File: src/rtl/rv32i_pkg.sv
// rtl/rv32i_pkg.sv - shared RV32I constants for the fetch front end
package rv32i_pkg;
    localparam int          XLEN_DEFAULT         = 32;
    localparam logic [31:0] RESET_VECTOR_DEFAULT = 32'h0000_0000;
    localparam logic [31:0] NOP                  = 32'h0000_0013;
    localparam logic [3:0]  IMEM_MASK_WORD       = 4'b1111;
endpackage

File: src/rtl/fetch_fifo.sv
// rtl/fetch_fifo.sv - synchronous prefetch FIFO; flush overrides push/pop
module fetch_fifo #(
    parameter int WIDTH = 64,
    parameter int DEPTH = 2
) (
    input  logic                     clk,
    input  logic                     rst,
    input  logic                     push,
    input  logic [WIDTH-1:0]         push_data,
    input  logic                     pop,
    input  logic                     flush,
    output logic [WIDTH-1:0]         head,
    output logic [$clog2(DEPTH):0]   count,
    output logic                     full,
    output logic                     empty
);
    localparam int AW = $clog2(DEPTH);
    localparam int CW = AW + 1;

    logic [WIDTH-1:0] mem [DEPTH];
    logic [AW-1:0]    wr_ptr;
    logic [AW-1:0]    rd_ptr;
    logic             do_push;
    logic             do_pop;

    assign full    = (count == CW'(DEPTH));
    assign empty   = (count == '0);
    assign head    = mem[rd_ptr];
    assign do_pop  = pop && !empty;
    assign do_push = push && (!full || do_pop);

    always_ff @(posedge clk) begin
        if (rst || flush) begin
            wr_ptr <= '0;
            rd_ptr <= '0;
            count  <= '0;
        end else begin
            if (do_push) wr_ptr <= wr_ptr + AW'(1);
            if (do_pop)  rd_ptr <= rd_ptr + AW'(1);
            case ({do_push, do_pop})
                2'b10:   count <= count + CW'(1);
                2'b01:   count <= count - CW'(1);
                default: count <= count;
            endcase
        end
    end

    // Storage carries no reset; entries are only observable while counted.
    always_ff @(posedge clk) begin
        if (!rst && !flush && do_push) mem[wr_ptr] <= push_data;
    end
endmodule

File: src/rtl/fetch_unit.sv
// rtl/fetch_unit.sv - RV32I fetch front end: PC, single-outstanding imem reads, prefetch FIFO
module fetch_unit
    import rv32i_pkg::*;
#(
    parameter int              XLEN         = XLEN_DEFAULT,
    parameter logic [XLEN-1:0] RESET_VECTOR = XLEN'(RESET_VECTOR_DEFAULT),
    parameter int              FIFO_DEPTH   = 2
) (
    input  logic            clk,
    input  logic            rst,
    output logic            imem_request,
    output logic [XLEN-1:0] imem_addr,
    output logic            imem_we_re,
    output logic [3:0]      imem_mask,
    input  logic            imem_valid,
    input  logic [XLEN-1:0] imem_rdata,
    input  logic            redirect,
    input  logic [XLEN-1:0] redirect_pc,
    output logic            dec_valid,
    input  logic            dec_ready,
    output logic [XLEN-1:0] dec_instr,
    output logic [XLEN-1:0] dec_pc,
    output logic            misalign
);
    localparam int CW = $clog2(FIFO_DEPTH) + 1;

    logic [XLEN-1:0]   fetch_pc;
    logic [XLEN-1:0]   issued_pc;
    logic              outstanding;
    logic              drop;
    logic              issue;
    logic              accept;
    logic              push;
    logic              pop;
    logic              fifo_full;
    logic              fifo_empty;
    logic [CW-1:0]     fifo_count;
    logic [2*XLEN-1:0] fifo_head;

    assign issue        = !rst && !outstanding && !fifo_full && !redirect;
    assign accept       = imem_valid && outstanding;
    assign push         = accept && !drop && !redirect;
    assign pop          = dec_valid && dec_ready;

    assign imem_request = issue;
    assign imem_addr    = fetch_pc;
    assign imem_we_re   = 1'b0;
    assign imem_mask    = IMEM_MASK_WORD;

    assign dec_valid    = (fifo_count != '0);
    assign dec_pc       = fifo_empty ? '0 : fifo_head[2*XLEN-1:XLEN];
    assign dec_instr    = fifo_empty ? '0 : fifo_head[XLEN-1:0];
    assign misalign     = !rst && redirect && (redirect_pc[1:0] != 2'b00);

    always_ff @(posedge clk) begin
        if (rst) begin
            fetch_pc    <= RESET_VECTOR;
            issued_pc   <= '0;
            outstanding <= 1'b0;
            drop        <= 1'b0;
        end else if (redirect) begin
            fetch_pc <= {redirect_pc[XLEN-1:2], 2'b00};
            // A response landing with the redirect is the one in flight, so
            // nothing remains to drop afterwards.
            if (accept) begin
                outstanding <= 1'b0;
                drop        <= 1'b0;
            end else if (outstanding) begin
                drop <= 1'b1;
            end
        end else begin
            if (issue) begin
                outstanding <= 1'b1;
                issued_pc   <= fetch_pc;
                fetch_pc    <= fetch_pc + XLEN'(4);
            end
            if (accept) begin
                outstanding <= 1'b0;
                drop        <= 1'b0;
            end
        end
    end

    fetch_fifo #(
        .WIDTH (2 * XLEN),
        .DEPTH (FIFO_DEPTH)
    ) u_fifo (
        .clk       (clk),
        .rst       (rst),
        .push      (push),
        .push_data ({issued_pc, imem_rdata}),
        .pop       (pop),
        .flush     (redirect),
        .head      (fifo_head),
        .count     (fifo_count),
        .full      (fifo_full),
        .empty     (fifo_empty)
    );
endmodule

File: config.mk
export PLATFORM = sky130hd
export DESIGN_NAME = fetch_unit
export DESIGN_NICKNAME = d
export VERILOG_FILES = /design/src/rtl/rv32i_pkg.sv /design/src/rtl/fetch_fifo.sv /design/src/rtl/fetch_unit.sv
export SDC_FILE = /design/constraint.sdc
export NUM_CORES = 1
export LEC_CHECK = 0
export BUFFER_PORTS_ARGS = -buffer_cell sky130_fd_sc_hd__clkbuf_2
export CAP_MARGIN = 15
export CORE_MARGIN = 4
export CORE_UTILIZATION = 40
export DETAILED_ROUTE_END_ITERATION = 10
export PLACE_DENSITY_LB_ADDON = 0.2
export SYNTH_ARGS = -nofsm -noshare
export SYNTH_HDL_FRONTEND = slang
export SYNTH_SLANG_ARGS = --single-unit
export TNS_END_PERCENT = 1
File: constraint.sdc
create_clock -name clk -period 11.6 [get_ports clk]
set_input_delay 1.74 -clock clk [delete_from_list [all_inputs] [get_ports clk]]
set_output_delay 1.74 -clock clk [all_outputs]
set_load 0.01 [all_outputs]
Word-level counts from Yosys, hierarchy flattened
Memories as Yosys holds them, arrays and structs flattened. A register that Yosys moved wholly into a read port is not among the register bits.
Cells that the tools add are included.
{"block": "op_classes", "n_addsub": 5, "reduce_logical": 33, "eq_ne": 4, "n_bitwise": 1, "mux": 16}
{"op": "$mux 32", "n": 4}
{"op": "$add 32x3->32 const B", "n": 1}
{"op": "$reduce_bool 2->1", "n": 7}
{"op": "$logic_and 1x1->1", "n": 13}
{"op": "$mux 1", "n": 11}
{"op": "$logic_not 1->1", "n": 6}
{"op": "$reduce_and 2->1", "n": 3}
{"op": "$eq 2x2->1 const B", "n": 2}
{"op": "$pmux 2 s2", "n": 1}
{"op": "$add 1x1->1 const B", "n": 2}
{"op": "$add 2x1->2 const B", "n": 1}
{"op": "$eq 2x1->1 const B", "n": 1}
{"op": "$logic_not 2->1", "n": 1}
{"op": "$logic_or 1x1->1", "n": 2}
{"op": "$ne 2x1->1 const B", "n": 1}
{"op": "$reduce_or 2->1", "n": 1}
{"op": "$sub 2x1->2 const B", "n": 1}
{"op": "$not 1->1", "n": 1}
{"block": "totals", "ram_bits": 128, "inputBits": 69, "reg_bits": 70, "mem_count": 1, "output_inout_bits": 104}
{"name": "u_fifo.mem", "depth": 2, "width": 64, "read_ports": 1, "rd_clocked_by_memory_dff": 1, "write_ports": 1, "line": "fetch_fifo.sv:20", "rtl": "logic [WIDTH-1:0] mem [DEPTH];"}

Depth between registers and ports, before layout
{"block": "logic_depth", "word_depth": 8, "ltp_mapped": 9}

By module
From an unflattened synthesis, not the netlist that was laid out.
{"block": "unflattened", "cells_unflattened": 659, "hier_area_um2": 8290.5}
{"module": "fetch_fifo", "instances": 1, "area_each_um2": 4902.2, "cells_each": 228}
{"module": "fetch_unit", "instances": 1, "area_each_um2": 3388.2, "cells_each": 431}

Least setup slack after synthesis
No wires, ideal clock.
{"block": "synth_timing", "path_kind": "input port to flip-flop", "from": "input port redirect", "to": "memory u_fifo.mem[0][0] (enable)", "arrival_time_ps": 8346, "path_stages": 4, "setup_time_ps": 635, "t_required_ps": 10965, "path_slack_ps": 2618, "cell_sequence": "clkbuf_1 > or2_2 > clkbuf_1 > nor4_1"}
{"block": "synth_between", "elab_chain_len": 6, "word_cells_on_any_way": 7, "cone_classes": "2 x mux; 5 x reduce/logical"}
{"element": "start: declaration", "line": "fetch_unit.sv:17", "rtl": "input logic redirect,"}
{"element": "$logic_not 1->1 *", "line": "fetch_fifo.sv:50, fetch_unit.sv:42"}
{"element": "$logic_and 1x1->1", "line": "fetch_unit.sv:42", "rtl": "assign push = accept && !drop && !redirect;"}
{"element": "$logic_and 1x1->1", "line": "fetch_fifo.sv:30", "rtl": "assign do_push = push && (!full || do_pop);"}
{"element": "$logic_and 1x1->1 *", "line": "fetch_fifo.sv:50", "rtl": "if (!rst && !flush && do_push) mem[wr_ptr] <= push_data;"}
{"element": "$mux 1 *", "line": "fetch_fifo.sv:50"}
{"element": "$mux 1 (implied by the code) *", "line": "fetch_fifo.sv:50"}
{"element": "end: declaration", "line": "fetch_fifo.sv:20"}
Mark *: on every way between the ends. The rest lies on a longest branch, timed or not.

Worst setup path in the final report
{"block": "layout_timing", "from": "input port rst", "to": "output port imem_request"}
{"block": "layout_between", "elab_chain_len": 4}
{"element": "start: declaration", "line": "fetch_unit.sv:10", "rtl": "input logic rst,"}
{"element": "$logic_not 1->1", "line": "fetch_unit.sv:40", "rtl": "assign issue = !rst && !outstanding && !fifo_full && !redirect;"}
{"element": "$logic_and 1x1->1 (3 in series)", "line": "fetch_unit.sv:40"}
{"element": "end: declaration", "line": "fetch_unit.sv:11", "rtl": "output logic imem_request,"}
Every way passes these cells.

==> out/results.txt <==
share of power burned in registers: 53.4%
ant diodes: 0
Routed Antenna Nets: 0
Syn Inst Count: 652
Clock power frac: 42.0%
Clock Skew: 0.0109 ns
Comb pwr share: 4.6%
io pins: 173
crit path buf inv count: 4
H-Tree Depth: 4
critical setup path kind: in -> out
most common cell after layout, fill and taps aside: clkbuf_2
gr ovfl total: 0
GRT Total Usage: 15.9%
Switching Fraction: 20.9%
DP Worst Slack: 6.75 ns
NetSw: 0.295 mW
number of max-cap violations: 0
Root Driver: clkbuf_16
Die X: 148 um
WP data required: 9.86 ns
synthesized area per cell: 12.0 um2
Int Pwr: 1.12 mW
Yosys cell types: 43
largest net degree at the start of global routing: 67
commonest non-fill, non-tap cells in the layout: clkbuf_2 (163), edfxtp_1 (124), nor2_1 (99), dfxtp_1 (66), mux2i_1 (64)
Slew @ Worst Pin: 1.11 ns
CTS buffer count: 17
setup TNS: 0 ns
Final WS setup: 6.77 ns
Syn. warnings: 0
DP HPWL: 11400 um
initial drt markers: 206
Critical Path Max Stage Delay: 0.50 ns
Post CTS Setup Buffer Count: 0
initial antenna violation count: 0
CP max-delay cell: buf_4
ordered cell list for the critical path: clkbuf_2 -> buf_4 -> nor2_1 -> nand2_1 -> inv_1 -> clkbuf_2
core area: 0.0190 mm2
CTS tree: done
normalized max-slew margin: 26.1%
crit end category: output port
ys flop type: edfxtp_1
Area Growth Syn to Fin: 20.8%
setup violators final: 0
hold buffers post-CTS: 0
Max Fclk: 0.207 GHz
Worst-path clk slew: 0.06 ns
Resized Gates After CTS: 0
DR vias: 5241
outcome: finished, final reports clean
final worst-path cycle share: 41.6%
Mapped Area: 0.00779 mm2
initial core utilization: 41.1%
Fin. Hold Viols: 0
Hold Path Class: reg -> reg
first-pass GRT wire length: 27700 um
post-DR vias/cell: 4.89
Async SR Flop Fraction: 0%
leakage: 3.46 nW
critical path's top delay family: buffers and inverters
Worst path most repeated cell: clkbuf_2
die area: 0.0218 mm2
IO buf count: 163
die height: 148 um
vias in the first global route: 5314
Worst-Skew Late Latency: 0.42 ns
CTS sink cnt: 191
Slew Limit Fails: 0
RSZ-0062 raised after global routing: no
Wirelength per Cell: 16.1 um
Max clock buf depth: 2
fin util: 49.7%
Max VDD drop: 0.0987 mV
crit-path max FO: 66
area post-placement: 0.00880 mm2
Post-synth EDFFs: 124
Power Dens Cells: 150 mW/mm2
final instance area: 0.00942 mm2
Fin Hold WS: 0.454 ns
first-pass iteration count of the detailed router: 5
sequential fraction of the synthesis area: 65.0%
Worst Setup Start Kind: input pin
WP data arrival: 3.09 ns
Rows: 50
fraction of layout instances using a drive strength above 1: 25.8%
final wirelength: 17200 um
GP Congestion: 0.794
nets: 869
Final Critical Period: 4.83 ns
#FFs+latches synth: 191
Residual DRC: 0
## state kept, by name (all words and copies together) (netlist names), named ones only
name / flops
u_fifo.wr_ptr: 1
u_fifo.mem: 124
u_fifo.rd_ptr: 1
outstanding: 1
imem_addr: 30
drop: 1
issued_pc: 30
u_fifo.count: 2
## worst reg2reg max path: cells and delay by family (launching register included)
kind	cells	cell delay, ns
buf+inv	1	0.67
flops	1	0.62
simple gates	3	0.82
## stage by stage
| step | cells | power [mW] |
|---|---|---|
| finish | 1071 | 1.41 |
| global placement | 1040 | 0.831 |
| CTS | 1071 | 1.43 |
| detailed placement | 1040 | 0.834 |
| floorplan | 659 | 0.801 |
| global route | 1071 | 1.46 |
## final timing paths
check / from / endpoint / slack [ns] / cells after the start
worst max register to register: outstanding / u_fifo.mem[1][19] / 9.09 / 4
worst min register to register: issued_pc[29] / u_fifo.mem[0][61] / 0.45 / 0
worst min-delay path: issued_pc[29] / u_fifo.mem[0][61] / 0.45 / 0
worst max-delay path: rst / imem_request / 6.77 / 6
## layout make-up
class                   instances  area (um2)
multi-input cells             417        2540
inverters                       3        11.3
well taps                     260         325
flip-flops and latches        191        5070
fillers                      1705        9540
clock inverters                 8         101
clock buffers                  23         510
repair buffers                169         861
## power by group through the flow
stage / combinational [mW] / clock [mW] / sequential, mW
floorplan: 0.0355 / 0 / 0.766
global placement: 0.0629 / 0 / 0.768
detailed placement: 0.0646 / 0 / 0.769
CTS: 0.0650 / 0.611 / 0.754
global route: 0.0724 / 0.636 / 0.756
finish: 0.0645 / 0.593 / 0.754
## cells by family after synthesis
family	after synthesis	share of synthesized area [%]
xor+xnor	29	3.26
other cells	2	0.0963
mux	64	8.22
flops	191	65.0
fa+ha+maj	1	0.160
simple gates	243	14.8
compound gates	71	5.51
buf+inv	51	2.99
## metal layers
layer  vias up  GRT usage, %  part of all wire, %
li1       2606             -                    -
met1      2451          22.4                   49
met2       169          24.1                   43
met3        15          3.80                  6.3
met4         0          5.27                  1.3
met5         -             0                    0
## cell usage after synthesis (9+ instances only)
cell type  instances  area (um2)
edfxtp_1         124        3720
nor2_1           100         375
dfxtp_1           67        1340
mux2i_1           64         641
nand2_1           58         218
clkbuf_1          28         105
o21ai_0           25         125
a211oi_1          22         165
nand2b_1          22         138
xor2_1            21         184
a21oi_1           18        90.1
nand4_1           13        81.3
nand3_1           12        60.1
buf_4              9        67.6
No activity file was read; power rests on OpenSTA's default activity.
